[src/rtl/sec_label_fifo_if.sv]
// Handshake bundle for sec_label_fifo: enqueue side, dequeue side with
// reader clearance, scrub control and occupancy.
interface sec_label_fifo_if #(
  parameter int DATA_W = 4,
  parameter int DEPTH  = 4,
  parameter int LVL_W  = 1
);
  logic                       enq_valid;
  logic                       enq_ready;
  logic [DATA_W-1:0]          enq_data;
  logic [LVL_W-1:0]           enq_lvl;
  logic [LVL_W-1:0]           rd_lvl;
  logic                       deq_valid;
  logic                       deq_ready;
  logic [DATA_W-1:0]          deq_data;
  logic [LVL_W-1:0]           deq_lvl;
  logic                       deq_blocked;
  logic                       scrub_req;
  logic [LVL_W-1:0]           scrub_lvl;
  logic                       scrub_busy;
  logic                       scrub_done;
  logic [$clog2(DEPTH):0]     count;

  // Producer, consumer and scrub controller view.
  modport master (
    output enq_valid, enq_data, enq_lvl, rd_lvl, deq_ready, scrub_req, scrub_lvl,
    input  enq_ready, deq_valid, deq_data, deq_lvl, deq_blocked,
           scrub_busy, scrub_done, count
  );

  // FIFO view.
  modport slave (
    input  enq_valid, enq_data, enq_lvl, rd_lvl, deq_ready, scrub_req, scrub_lvl,
    output enq_ready, deq_valid, deq_data, deq_lvl, deq_blocked,
           scrub_busy, scrub_done, count
  );
endinterface

[src/rtl/sec_label_fifo.sv]
// Security-labelled FIFO: each entry carries a level tag, the head is only
// released when its tag is within the reader clearance, and a scrub engine
// zeroes then downgrades every slot tagged above a requested level.
module sec_label_fifo #(
  parameter int DATA_W = 4,
  parameter int DEPTH  = 4,
  parameter int LVL_W  = 1
) (
  input  logic                clk,
  input  logic                reset,
  sec_label_fifo_if.slave     bus
);
  localparam int PTR_W = $clog2(DEPTH);
  localparam int CNT_W = PTR_W + 1;

  typedef enum logic [1:0] {S_IDLE, S_SCAN, S_DONE} state_t;

  state_t            state_q, state_d;
  logic [PTR_W-1:0]  wr_q, rd_q, idx_q;
  logic [CNT_W-1:0]  cnt_q;
  logic [LVL_W-1:0]  slvl_q;
  logic [DATA_W-1:0] data_q [DEPTH];
  logic [LVL_W-1:0]  lvl_q  [DEPTH];

  logic              idle, empty, full, head_ok, enq_fire, deq_fire;
  logic [LVL_W-1:0]  head_lvl;

  // Output side: everything here is combinational from registered state,
  // so a change of rd_lvl is reflected in the same cycle.
  always_comb begin
    idle     = (state_q == S_IDLE);
    empty    = (cnt_q == '0);
    full     = (cnt_q == CNT_W'(DEPTH));
    head_lvl = lvl_q[rd_q];
    head_ok  = (head_lvl <= bus.rd_lvl);

    bus.enq_ready   = !full && idle;
    bus.deq_valid   = !empty && idle && head_ok;
    bus.deq_blocked = !empty && idle && !head_ok;
    // Data above clearance must never leak onto the output pins.
    bus.deq_data    = bus.deq_valid ? data_q[rd_q] : '0;
    bus.deq_lvl     = bus.deq_valid ? head_lvl     : '0;
    bus.count       = cnt_q;

    enq_fire = bus.enq_valid && bus.enq_ready;
    deq_fire = bus.deq_valid && bus.deq_ready;
  end

  // Scrub FSM next state and status outputs.
  always_comb begin
    state_d        = state_q;
    bus.scrub_busy = 1'b0;
    bus.scrub_done = 1'b0;
    unique case (state_q)
      S_IDLE: if (bus.scrub_req) state_d = S_SCAN;
      S_SCAN: begin
        bus.scrub_busy = 1'b1;
        if (idx_q == PTR_W'(DEPTH - 1)) state_d = S_DONE;
      end
      S_DONE: begin
        bus.scrub_busy = 1'b1;
        bus.scrub_done = 1'b1;
        state_d        = S_IDLE;
      end
      default: state_d = S_IDLE;
    endcase
  end

  // State register, pointers, occupancy and storage (queue writes and scrub
  // writes are mutually exclusive since enqueue is closed during a scan).
  always_ff @(posedge clk) begin
    if (reset) begin
      state_q <= S_IDLE;
      wr_q    <= '0;
      rd_q    <= '0;
      idx_q   <= '0;
      cnt_q   <= '0;
      slvl_q  <= '0;
      for (int i = 0; i < DEPTH; i++) begin
        data_q[i] <= '0;
        lvl_q[i]  <= '0;
      end
    end else begin
      state_q <= state_d;

      if (enq_fire) begin
        data_q[wr_q] <= bus.enq_data;
        lvl_q[wr_q]  <= bus.enq_lvl;
        wr_q         <= wr_q + 1'b1;
      end
      if (deq_fire) rd_q <= rd_q + 1'b1;

      case ({enq_fire, deq_fire})
        2'b10:   cnt_q <= cnt_q + 1'b1;
        2'b01:   cnt_q <= cnt_q - 1'b1;
        default: cnt_q <= cnt_q;
      endcase

      if (idle && bus.scrub_req) begin
        slvl_q <= bus.scrub_lvl;
        idx_q  <= '0;
      end

      // Every physical slot is visited, occupied or not; erase before downgrade.
      if (state_q == S_SCAN) begin
        if (lvl_q[idx_q] > slvl_q) begin
          data_q[idx_q] <= '0;
          lvl_q[idx_q]  <= slvl_q;
        end
        idx_q <= idx_q + 1'b1;
      end
    end
  end
endmodule

[src/flat_wrapper.sv]
// flat-port wrapper written by rule: the top's interface ports become plain ports
module sec_label_fifo_flat 
#(
  parameter int DATA_W = 4,
  parameter int DEPTH  = 4,
  parameter int LVL_W  = 1
)
  (clk, reset, bus_enq_valid, bus_enq_data, bus_enq_lvl, bus_rd_lvl, bus_deq_ready, bus_scrub_req, bus_scrub_lvl, bus_enq_ready, bus_deq_valid, bus_deq_data, bus_deq_lvl, bus_deq_blocked, bus_scrub_busy, bus_scrub_done, bus_count);
  sec_label_fifo_if #(.DATA_W(DATA_W), .DEPTH(DEPTH), .LVL_W(LVL_W)) bus_i ();
  input  logic clk;
  input  logic reset;
  input wire logic [$bits(bus_i.enq_valid)-1:0] bus_enq_valid;
  input wire logic [$bits(bus_i.enq_data)-1:0] bus_enq_data;
  input wire logic [$bits(bus_i.enq_lvl)-1:0] bus_enq_lvl;
  input wire logic [$bits(bus_i.rd_lvl)-1:0] bus_rd_lvl;
  input wire logic [$bits(bus_i.deq_ready)-1:0] bus_deq_ready;
  input wire logic [$bits(bus_i.scrub_req)-1:0] bus_scrub_req;
  input wire logic [$bits(bus_i.scrub_lvl)-1:0] bus_scrub_lvl;
  output wire logic [$bits(bus_i.enq_ready)-1:0] bus_enq_ready;
  output wire logic [$bits(bus_i.deq_valid)-1:0] bus_deq_valid;
  output wire logic [$bits(bus_i.deq_data)-1:0] bus_deq_data;
  output wire logic [$bits(bus_i.deq_lvl)-1:0] bus_deq_lvl;
  output wire logic [$bits(bus_i.deq_blocked)-1:0] bus_deq_blocked;
  output wire logic [$bits(bus_i.scrub_busy)-1:0] bus_scrub_busy;
  output wire logic [$bits(bus_i.scrub_done)-1:0] bus_scrub_done;
  output wire logic [$bits(bus_i.count)-1:0] bus_count;
  assign bus_i.enq_valid = bus_enq_valid;
  assign bus_i.enq_data = bus_enq_data;
  assign bus_i.enq_lvl = bus_enq_lvl;
  assign bus_i.rd_lvl = bus_rd_lvl;
  assign bus_i.deq_ready = bus_deq_ready;
  assign bus_i.scrub_req = bus_scrub_req;
  assign bus_i.scrub_lvl = bus_scrub_lvl;
  assign bus_enq_ready = bus_i.enq_ready;
  assign bus_deq_valid = bus_i.deq_valid;
  assign bus_deq_data = bus_i.deq_data;
  assign bus_deq_lvl = bus_i.deq_lvl;
  assign bus_deq_blocked = bus_i.deq_blocked;
  assign bus_scrub_busy = bus_i.scrub_busy;
  assign bus_scrub_done = bus_i.scrub_done;
  assign bus_count = bus_i.count;
  sec_label_fifo #(.DATA_W(DATA_W), .DEPTH(DEPTH), .LVL_W(LVL_W)) u_core (.clk(clk), .reset(reset), .bus(bus_i));
endmodule
[config.mk]
export PLATFORM = sky130hd
export DESIGN_NAME = sec_label_fifo_flat
export DESIGN_NICKNAME = d
export VERILOG_FILES = /design/src/rtl/sec_label_fifo_if.sv /design/src/rtl/sec_label_fifo.sv /design/src/flat_wrapper.sv
export SDC_FILE = /design/constraint.sdc
export NUM_CORES = 1
export LEC_CHECK = 0
export ABC_CLOCK_PERIOD_IN_PS = 4600
export CORE_MARGIN = 4
export CORE_UTILIZATION = 45
export DETAILED_ROUTE_END_ITERATION = 16
export PLACE_DENSITY_LB_ADDON = 0.2
export SETUP_SLACK_MARGIN = 0.02
export SLEW_MARGIN = 20
export SYNTH_ARGS = -nofsm -noshare
export SYNTH_HDL_FRONTEND = slang
export SYNTH_SLANG_ARGS = --single-unit
[constraint.sdc]
create_clock -name clk -period 4.6 [get_ports clk]
set_clock_uncertainty 0.05 [all_clocks]
set_input_delay 1.15 -clock clk [delete_from_list [all_inputs] [get_ports clk]]
set_output_delay 1.15 -clock clk [all_outputs]
set_load 0.02 [all_outputs]
After elaboration in Yosys (flattened, before gate mapping)
Memories as Yosys holds them, arrays and structs flattened. A register that Yosys moved wholly into a read port is not among the register bits.
Index checks and enable logic that the tools add are counted.
{"block": "classes", "n_div": 0, "mul": 0, "n_addsub": 5, "shifts": 0, "reduce_logical": 20, "order_cmp": 2, "bitwise": 0, "muxes": 37, "n_eq_ne": 8}
{"operator": "2-bit two-way mux", "count": 14}
{"operator": "1-bit two-way mux", "count": 18}
{"operator": "4-bit two-way mux", "count": 3}
{"operator": "4-bit OR reduction", "count": 2}
{"operator": "1-bit logical AND", "count": 7}
{"operator": "2-bit by 1-bit adder with 2-bit output, second input constant", "count": 3}
{"operator": "2-bit == test, second input constant", "count": 3}
{"operator": "3-bit one-hot mux with 2 select lines", "count": 1}
{"operator": "2-bit by 1-bit == test with 1-bit output, second input constant", "count": 2}
{"operator": "2-bit one-hot mux with 2 select lines", "count": 1}
{"operator": "2-bit nonzero test", "count": 2}
{"operator": "3-bit by 1-bit adder with 3-bit output, second input constant", "count": 1}
{"operator": "3-bit == test, second input constant", "count": 1}
{"operator": "1-bit zero test", "count": 3}
{"operator": "3-bit zero test", "count": 1}
{"operator": "3-bit by 1-bit subtractor with 3-bit output, second input constant", "count": 1}
{"operator": "2-bit zero test", "count": 1}
{"operator": "2-bit by 1-bit != test with 1-bit output, second input constant", "count": 1}
{"operator": "2-bit != test, second input constant", "count": 1}
{"operator": "2-bit AND reduction", "count": 1}
{"operator": "1-bit OR reduction", "count": 2}
{"operator": "2-bit OR reduction", "count": 1}
{"operator": "1-bit > comparator", "count": 1}
{"operator": "1-bit <= comparator", "count": 1}
{"block": "totals", "latchBits": 0, "output_inout_bits": 13, "mem_count": 2, "regBits": 12, "ram_bits": 20, "mem_bits_ro": 0, "word_cells": 80, "in_bits": 12}
{"memory": "u_core.data_q", "words": 4, "width": 4, "rd": 1, "rd_ports_with_merged_regs": 1, "write_ports": 4, "line": "sec_label_fifo.sv:22", "rtl": "logic [DATA_W-1:0] data_q [DEPTH];"}
{"memory": "u_core.lvl_q", "words": 4, "width": 1, "rd": 2, "rd_ports_with_merged_regs": 2, "write_ports": 4, "line": "sec_label_fifo.sv:23", "rtl": "logic [LVL_W-1:0] lvl_q [DEPTH];"}

Logic depth before layout (Yosys ltp)
Gate-level depths: netlist of the first run.
{"block": "logic_depth", "word_depth": 10, "mapped_depth": 10}

Least setup slack after synthesis of the first run
OpenSTA, ideal clock, no wires.
{"block": "synth_timing", "path_kind": "input to output", "from": "input bus_rd_lvl", "to": "output bus_deq_data[0]", "stages": 4, "path_buffers": 0, "arrival_time_ns": 2.153, "slack_ns": 1.247, "path_cell_list": "nor2b_1 a22o_2 nor3_2 and2_1"}
{"block": "synth_via", "elab_chain_len": 3}
{"item": "start: declaration", "line": "flat_wrapper.sv:15", "rtl": "input wire logic [$bits(bus_i.rd_lvl)-1:0] bus_rd_lvl;"}
{"item": "1-bit <= comparator", "line": "sec_label_fifo.sv:35", "rtl": "head_ok = (head_lvl <= bus.rd_lvl);"}
{"item": "1-bit logical AND", "line": "sec_label_fifo.sv:38", "rtl": "bus.deq_valid = !empty && idle && head_ok;"}
{"item": "net bus_deq_valid", "line": "flat_wrapper.sv:20", "rtl": "output wire logic [$bits(bus_i.deq_valid)-1:0] bus_deq_valid;"}
{"item": "4-bit two-way mux", "line": "sec_label_fifo.sv:41", "rtl": "bus.deq_data = bus.deq_valid ? data_q[rd_q] : '0;"}
{"item": "end: declaration", "line": "flat_wrapper.sv:21", "rtl": "output wire logic [$bits(bus_i.deq_data)-1:0] bus_deq_data;"}
The timed path passes the listed nets, and every way through them passes these cells.

Worst setup path after layout of the first run
{"block": "layout_timing", "from": "input bus_rd_lvl", "to": "output bus_deq_data[2]"}
{"block": "layout_via", "elab_chain_len": 3}
{"item": "1-bit <= comparator", "line": "sec_label_fifo.sv:35"}
{"item": "1-bit logical AND", "line": "sec_label_fifo.sv:38"}
{"item": "4-bit two-way mux", "line": "sec_label_fifo.sv:41"}
Every way passes these cells.

==> flow_metrics.env, run 1 <==
export IMPL_grt_pass1_wl_um=5940
export IMPL_hold_viol=0
export IMPL_pwr_share_comb=0.407
export IMPL_grt_overflow=0
export IMPL_synth_largest_area_cell="edfxtp_1"
export IMPL_postCtsSetupBuffers=0
export IMPL_seq_power_share=0.383
export IMPL_synth_top_area_share=0.333
export IMPL_setup_viol=0
export IMPL_holdBufCountCts=0
export IMPL_synth_most_common_cell="nor2_1"
export IMPL_status="finished clean"
export IMPL_ant_nets=0
export IMPL_synth_main_ff_cell="edfxtp_1"
export IMPL_ys_ff_latch=36
export IMPL_layout_drive_gt1_share=0.0942
export IMPL_worstSetupStartpointType="input port"
export IMPL_syn_avg_cell_area_um2=11.0
export IMPL_dp_cells=231
export IMPL_nets=210
export IMPL_maxSlewViolCount=0
export IMPL_ys_seq_area_frac=0.511
export IMPL_diodes=0
export IMPL_drc=0
export IMPL_placed_area_mm2=0.00209
export IMPL_cp_arrival_ns=3.04
export IMPL_detailedRoute_firstIterationViolations=77
export IMPL_synthTopCellsByArea="edfxtp_1 33%, dfxtp_1 18%, nor2_1 6.2%, mux4_1 5.8%, ha_1 4.9%"
export IMPL_reg2reg_from="u_core.state_q[0]"
export IMPL_routedWlPerCell_um=14.7
export IMPL_required_ns=3.40
export IMPL_clock_fmax_mhz=236
export IMPL_cts_root_buffer="clkbuf_8"
export IMPL_track_usage=0.154
export IMPL_core_mm2=0.00377
export IMPL_vias=1254
export IMPL_cts_sinks=36
export IMPL_clock_latency_ns=0.29
export IMPL_internal_power_mw=0.830
export IMPL_port_buffers=24
export IMPL_slew_headroom=0.507
export IMPL_cts_max_level=2
export IMPL_hp_class="reg -> reg"
export IMPL_synth_edff_count=20
export IMPL_syn_to_final_growth_pct=21.8
export IMPL_rsz0062_at_grt="no"
export IMPL_grt_max_degree=14
export IMPL_via_per_inst=5.25
export IMPL_grt_pass1_vias=1262
export IMPL_r2r_cells=10
export IMPL_fin_area_mm2=0.00220
export IMPL_fin_crit_sh=0.921
export IMPL_clkSlewWorstSetupHoldPaths_ns=0.07
export IMPL_dp_hpwl_um=2620
export IMPL_startpoint="bus_rd_lvl"
export IMPL_yosys_warnings=0
export IMPL_die_y_um=71.3
export IMPL_row_count=22
export IMPL_power_leakage_nw=0.817
export IMPL_layout_cells_non_filler=239
export IMPL_clkPwrFrac=0.210
export IMPL_clk_path_buf_depth=2
export IMPL_ys_types=37
export IMPL_holdCritStartpoint="u_core.slvl_q"
export IMPL_cts_tree="yes"
export IMPL_die_x_um=71.3
export IMPL_async_flop_share=0
export IMPL_yosys_top_cells_count="30 x nor2_1, 20 x edfxtp_1, 16 x dfxtp_1"
export IMPL_critical_path_class="in -> out"
export IMPL_initial_core_util=0.478
export IMPL_cts_made_buffers=5
export IMPL_tightest_slew_ns=0.730
export IMPL_syn_nets=184
export IMPL_antenna_found_initial=0
export IMPL_swShare=0.356
export IMPL_ios=25
export IMPL_path_max_fanout=5
export IMPL_dr_pass1_iters=4
export IMPL_min_period_ns=4.24
export IMPL_worst_setup_path_end_kind="primary output"
export IMPL_ir_drop_mv=0.298
export IMPL_totalWireLength_um=3510
export IMPL_power_density_mw_per_mm2=587
export IMPL_switchingPower_mw=0.459
export IMPL_place_congestion=0.804
export IMPL_synthCells=164
export IMPL_maxCapViolations=0
export IMPL_die_area_mm2=0.00508
export IMPL_whs_path_depth=2
export IMPL_cts_repair_resized=0
export IMPL_synth_area_mm2=0.00180
export IMPL_tns_ns=0
-- path summary, 6_finish.rpt --
| path | end | slack, ns |
|---|---|---|
| worst max-delay path | bus_deq_data[2] | 0.36 |
| worst min-delay path | u_core.slvl_q | 0.42 |
| worst max register to register | u_core.bus.count[2] | 1.81 |
| worst min register to register | u_core.slvl_q | 0.42 |
-- kinds of logic after synthesis --
logic type | Yosys count | synth area share
xor+xnor | 5 | 0.0243
simple gates | 71 | 0.196
flops | 36 | 0.511
buf+inv | 17 | 0.0375
mux | 12 | 0.108
compound gates | 15 | 0.0632
fa+ha+maj | 8 | 0.0597
-- cell usage in the layout, fill, tap and decap left out, types with 2 or more instances in the layout --
cell / count
a21oi_1: 6
and2_1: 6
buf_4: 2
clkbuf_8: 5
clkdlybuf4s50_1: 24
dfxtp_1: 16
edfxtp_1: 20
ha_1: 7
inv_1: 10
mux2_4: 2
mux2i_1: 6
mux4_1: 4
nand2_1: 10
nand3_1: 5
nand3b_1: 3
nor2_1: 30
nor4_1: 5
o311ai_0: 3
or3_1: 2
xnor2_1: 3
xor2_1: 2
-- final cells by class --
cell class / count / area [µm²]
clock buffers: 6 / 72.6
repair buffers: 26 / 255
flip-flops and latches: 36 / 921
multi-input cells: 111 / 815
well taps: 48 / 60.1
fillers: 311 / 1580
inverters: 10 / 37.5
clock inverters: 2 / 35.0
-- power groups by stage --
stage                     sequential, mW  clock, mW  combinational [mW]
after global placement             0.496          0               0.512
after floorplan                    0.479          0               0.372
final                              0.494      0.271               0.524
after detailed placement           0.500          0               0.528
after CTS                          0.493      0.278               0.531
after global routing               0.508      0.291               0.579
-- layer usage --
metal | vias up | track usage | wire length, µm
met4 | 0 | 0.0564 | 56
met1 | 583 | 0.188 | 1510
met3 | 8 | 0.0393 | 206
met2 | 32 | 0.262 | 1740
li1 | 631 | - | -
met5 | - | 0 | 0
-- critical path, cell delays in order --
cell,delay [ns]
clkdlybuf4s50_1,0.53
nor2b_1,0.10
a22o_2,0.27
nor3_2,0.24
and2_1,0.16
clkdlybuf4s50_1,0.59
-- per-stage QoR --
| step | hold slack (ns) | worst slack, ns | utilization | total power, mW |
|---|---|---|---|---|
| floorplan | 0.384 | 1.25 | - | 0.851 |
| global placement | 0.402 | 0.398 | 0.554 | 1.01 |
| detailed placement | 0.413 | 0.349 | 0.554 | 1.03 |
| CTS | 0.424 | 0.343 | 0.582 | 1.30 |
| global route | 0.472 | 0.237 | 0.582 | 1.38 |
| finish | 0.424 | 0.363 | 0.582 | 1.29 |
No activity file was read; power rests on OpenSTA's default activity.
==> run 2, diff against run 1 <==
--- a/config.mk
+++ b/config.mk
@@ -7,3 +7,3 @@
 export LEC_CHECK = 0
-export ABC_CLOCK_PERIOD_IN_PS = 4600
+export ABC_CLOCK_PERIOD_IN_PS = 4050
 export CORE_MARGIN = 4
==> constraint.sdc (replaced) <==
create_clock -name clk -period 4.05 [get_ports clk]
set_clock_uncertainty 0.05 [all_clocks]
set_input_delay 1.0125 -clock clk [delete_from_list [all_inputs] [get_ports clk]]
set_output_delay 1.0125 -clock clk [all_outputs]
set_load 0.05 [all_outputs]
==> run 2 against run 1 <==
Against the previous run:
- clock power is 12% higher
- non-clock buffer count stayed put
- register-to-register slack worse by 0.60 ns
- combinational power is 46% higher
- clock-buffer cell count is 1 lower
- critical path depth stayed put
- via count is 1.3% higher
- worst hold slack better by 0.0053 ns
- sequential power is 14% higher
- total power is 27% higher
- largest cell class unchanged
- largest power group unchanged
- highest routed layer unchanged
==> flow_metrics.env, run 2 (synthesis gave the netlist of run 1 again) <==
export IMPL_pwr_share_comb=0.469
export IMPL_grt_pass1_wl_um=6060
export IMPL_cts_tree="yes"
export IMPL_initial_core_util=0.478
export IMPL_maxCapViolations=0
export IMPL_vias=1270
export IMPL_die_area_mm2=0.00508
export IMPL_cp_arrival_ns=2.60
export IMPL_rsz0062_at_grt="no"
export IMPL_hp_class="reg -> reg"
export IMPL_dr_pass1_iters=4
export IMPL_clkSlewWorstSetupHoldPaths_ns=0.07
export IMPL_tns_ns=0
export IMPL_min_period_ns=3.66
export IMPL_layout_common_cells="30 x nor2_1, 20 x edfxtp_1, 19 x clkdlybuf4s50_1"
export IMPL_ir_drop_mv=0.348
export IMPL_power_mw=1.63
export IMPL_die_y_um=71.3
export IMPL_clock_fmax_mhz=273
export IMPL_switchingPower_mw=0.652
export IMPL_port_buffers=24
export IMPL_drc=0
export IMPL_grt_overflow=0
export IMPL_totalWireLength_um=3580
export IMPL_layout_drive_gt1_share=0.115
export IMPL_die_x_um=71.3
export IMPL_cts_made_buffers=5
export IMPL_ant_nets=0
export IMPL_place_congestion=0.777
export IMPL_antenna_found_initial=0
export IMPL_clock_latency_ns=0.28
export IMPL_fin_crit_sh=0.904
export IMPL_track_usage=0.154
export IMPL_syn_to_final_growth_pct=24.5
export IMPL_status="finished clean"
export IMPL_maxSlewViolCount=0
export IMPL_hold_viol=0
export IMPL_clkPwrFrac=0.186
export IMPL_power_leakage_nw=0.840
export IMPL_ios=25
export IMPL_row_count=22
export IMPL_grt_pass1_vias=1300
export IMPL_grt_max_degree=14
export IMPL_nets=210
export IMPL_required_ns=2.99
export IMPL_slew_headroom=0.662
export IMPL_detailedRoute_firstIterationViolations=74
export IMPL_via_per_inst=5.31
export IMPL_cts_max_level=2
export IMPL_worst_setup_path_end_kind="primary output"
export IMPL_cts_repair_resized=0
export IMPL_seq_power_share=0.345
export IMPL_diodes=0
export IMPL_cts_sinks=36
export IMPL_internal_power_mw=0.979
export IMPL_clk_path_buf_depth=2
export IMPL_routedWlPerCell_um=15.0
export IMPL_core_mm2=0.00377
export IMPL_swShare=0.400
export IMPL_mostFrequentLayoutCell="nor2_1"
export IMPL_tightest_slew_ns=0.505
export IMPL_path_max_fanout=5
export IMPL_cts_root_buffer="clkbuf_8"
export IMPL_power_density_mw_per_mm2=727
export IMPL_setup_viol=0
export IMPL_holdBufCountCts=0
export IMPL_postCtsSetupBuffers=0
export IMPL_critical_path_class="in -> out"
export IMPL_worstSetupStartpointType="input port"
export IMPL_dp_hpwl_um=2680
## run 2: metal layers
layer,vias to the layer above,part of all wire,global-route usage
li1,632,-,-
met1,593,0.45,0.195
met2,39,0.50,0.260
met3,6,0.045,0.0393
met4,0,0.013,0.0459
met5,-,0,0
## run 2: stage by stage
step                      cells  utilization  area (µm²)  hold slack (ns)  setup WS [ns]
after global placement      231        0.567        2140            0.402          0.425
after floorplan             164            -        1800            0.384          0.405
final                       239        0.595        2240            0.429          0.387
after CTS                   239        0.595        2240            0.429          0.362
after detailed placement    231        0.567        2140            0.420          0.368
after global routing        239        0.595        2240            0.480          0.278
## run 2: power by group through the flow
stage	clock [mW]	sequential, mW	combinational, mW
final	0.303	0.563	0.765
after global routing	0.324	0.580	0.824
after CTS	0.309	0.562	0.772
after detailed placement	0	0.569	0.770
after global placement	0	0.564	0.747
after floorplan	0	0.567	0.518
## run 2: final timing paths
| path | startpoint | to | slack (ns) | cells after the start |
|---|---|---|---|---|
| min reg2reg | u_core.slvl_q | u_core.slvl_q | 0.43 | 2 |
| max reg2reg | u_core.state_q[1] | u_core.bus.count[2] | 1.21 | 10 |
| min | u_core.slvl_q | u_core.slvl_q | 0.43 | 2 |
| max | bus_rd_lvl | bus_deq_data[3] | 0.39 | 6 |
## run 2: critical path, cell delays in order
cell	delay (ns)
clkdlybuf4s50_1	0.53
nor2b_1	0.10
a22o_2	0.27
nor3_2	0.31
and2_1	0.23
buf_12	0.14
## run 2: final cells by class
| type | count | area, µm² |
|---|---|---|
| clock buffers | 5 | 68.8 |
| clock inverters | 3 | 37.5 |
| fillers | 306 | 1530 |
| inverters | 10 | 37.5 |
| multi-input cells | 111 | 815 |
| flip-flops and latches | 36 | 921 |
| well taps | 48 | 60.1 |
| repair buffers | 26 | 305 |
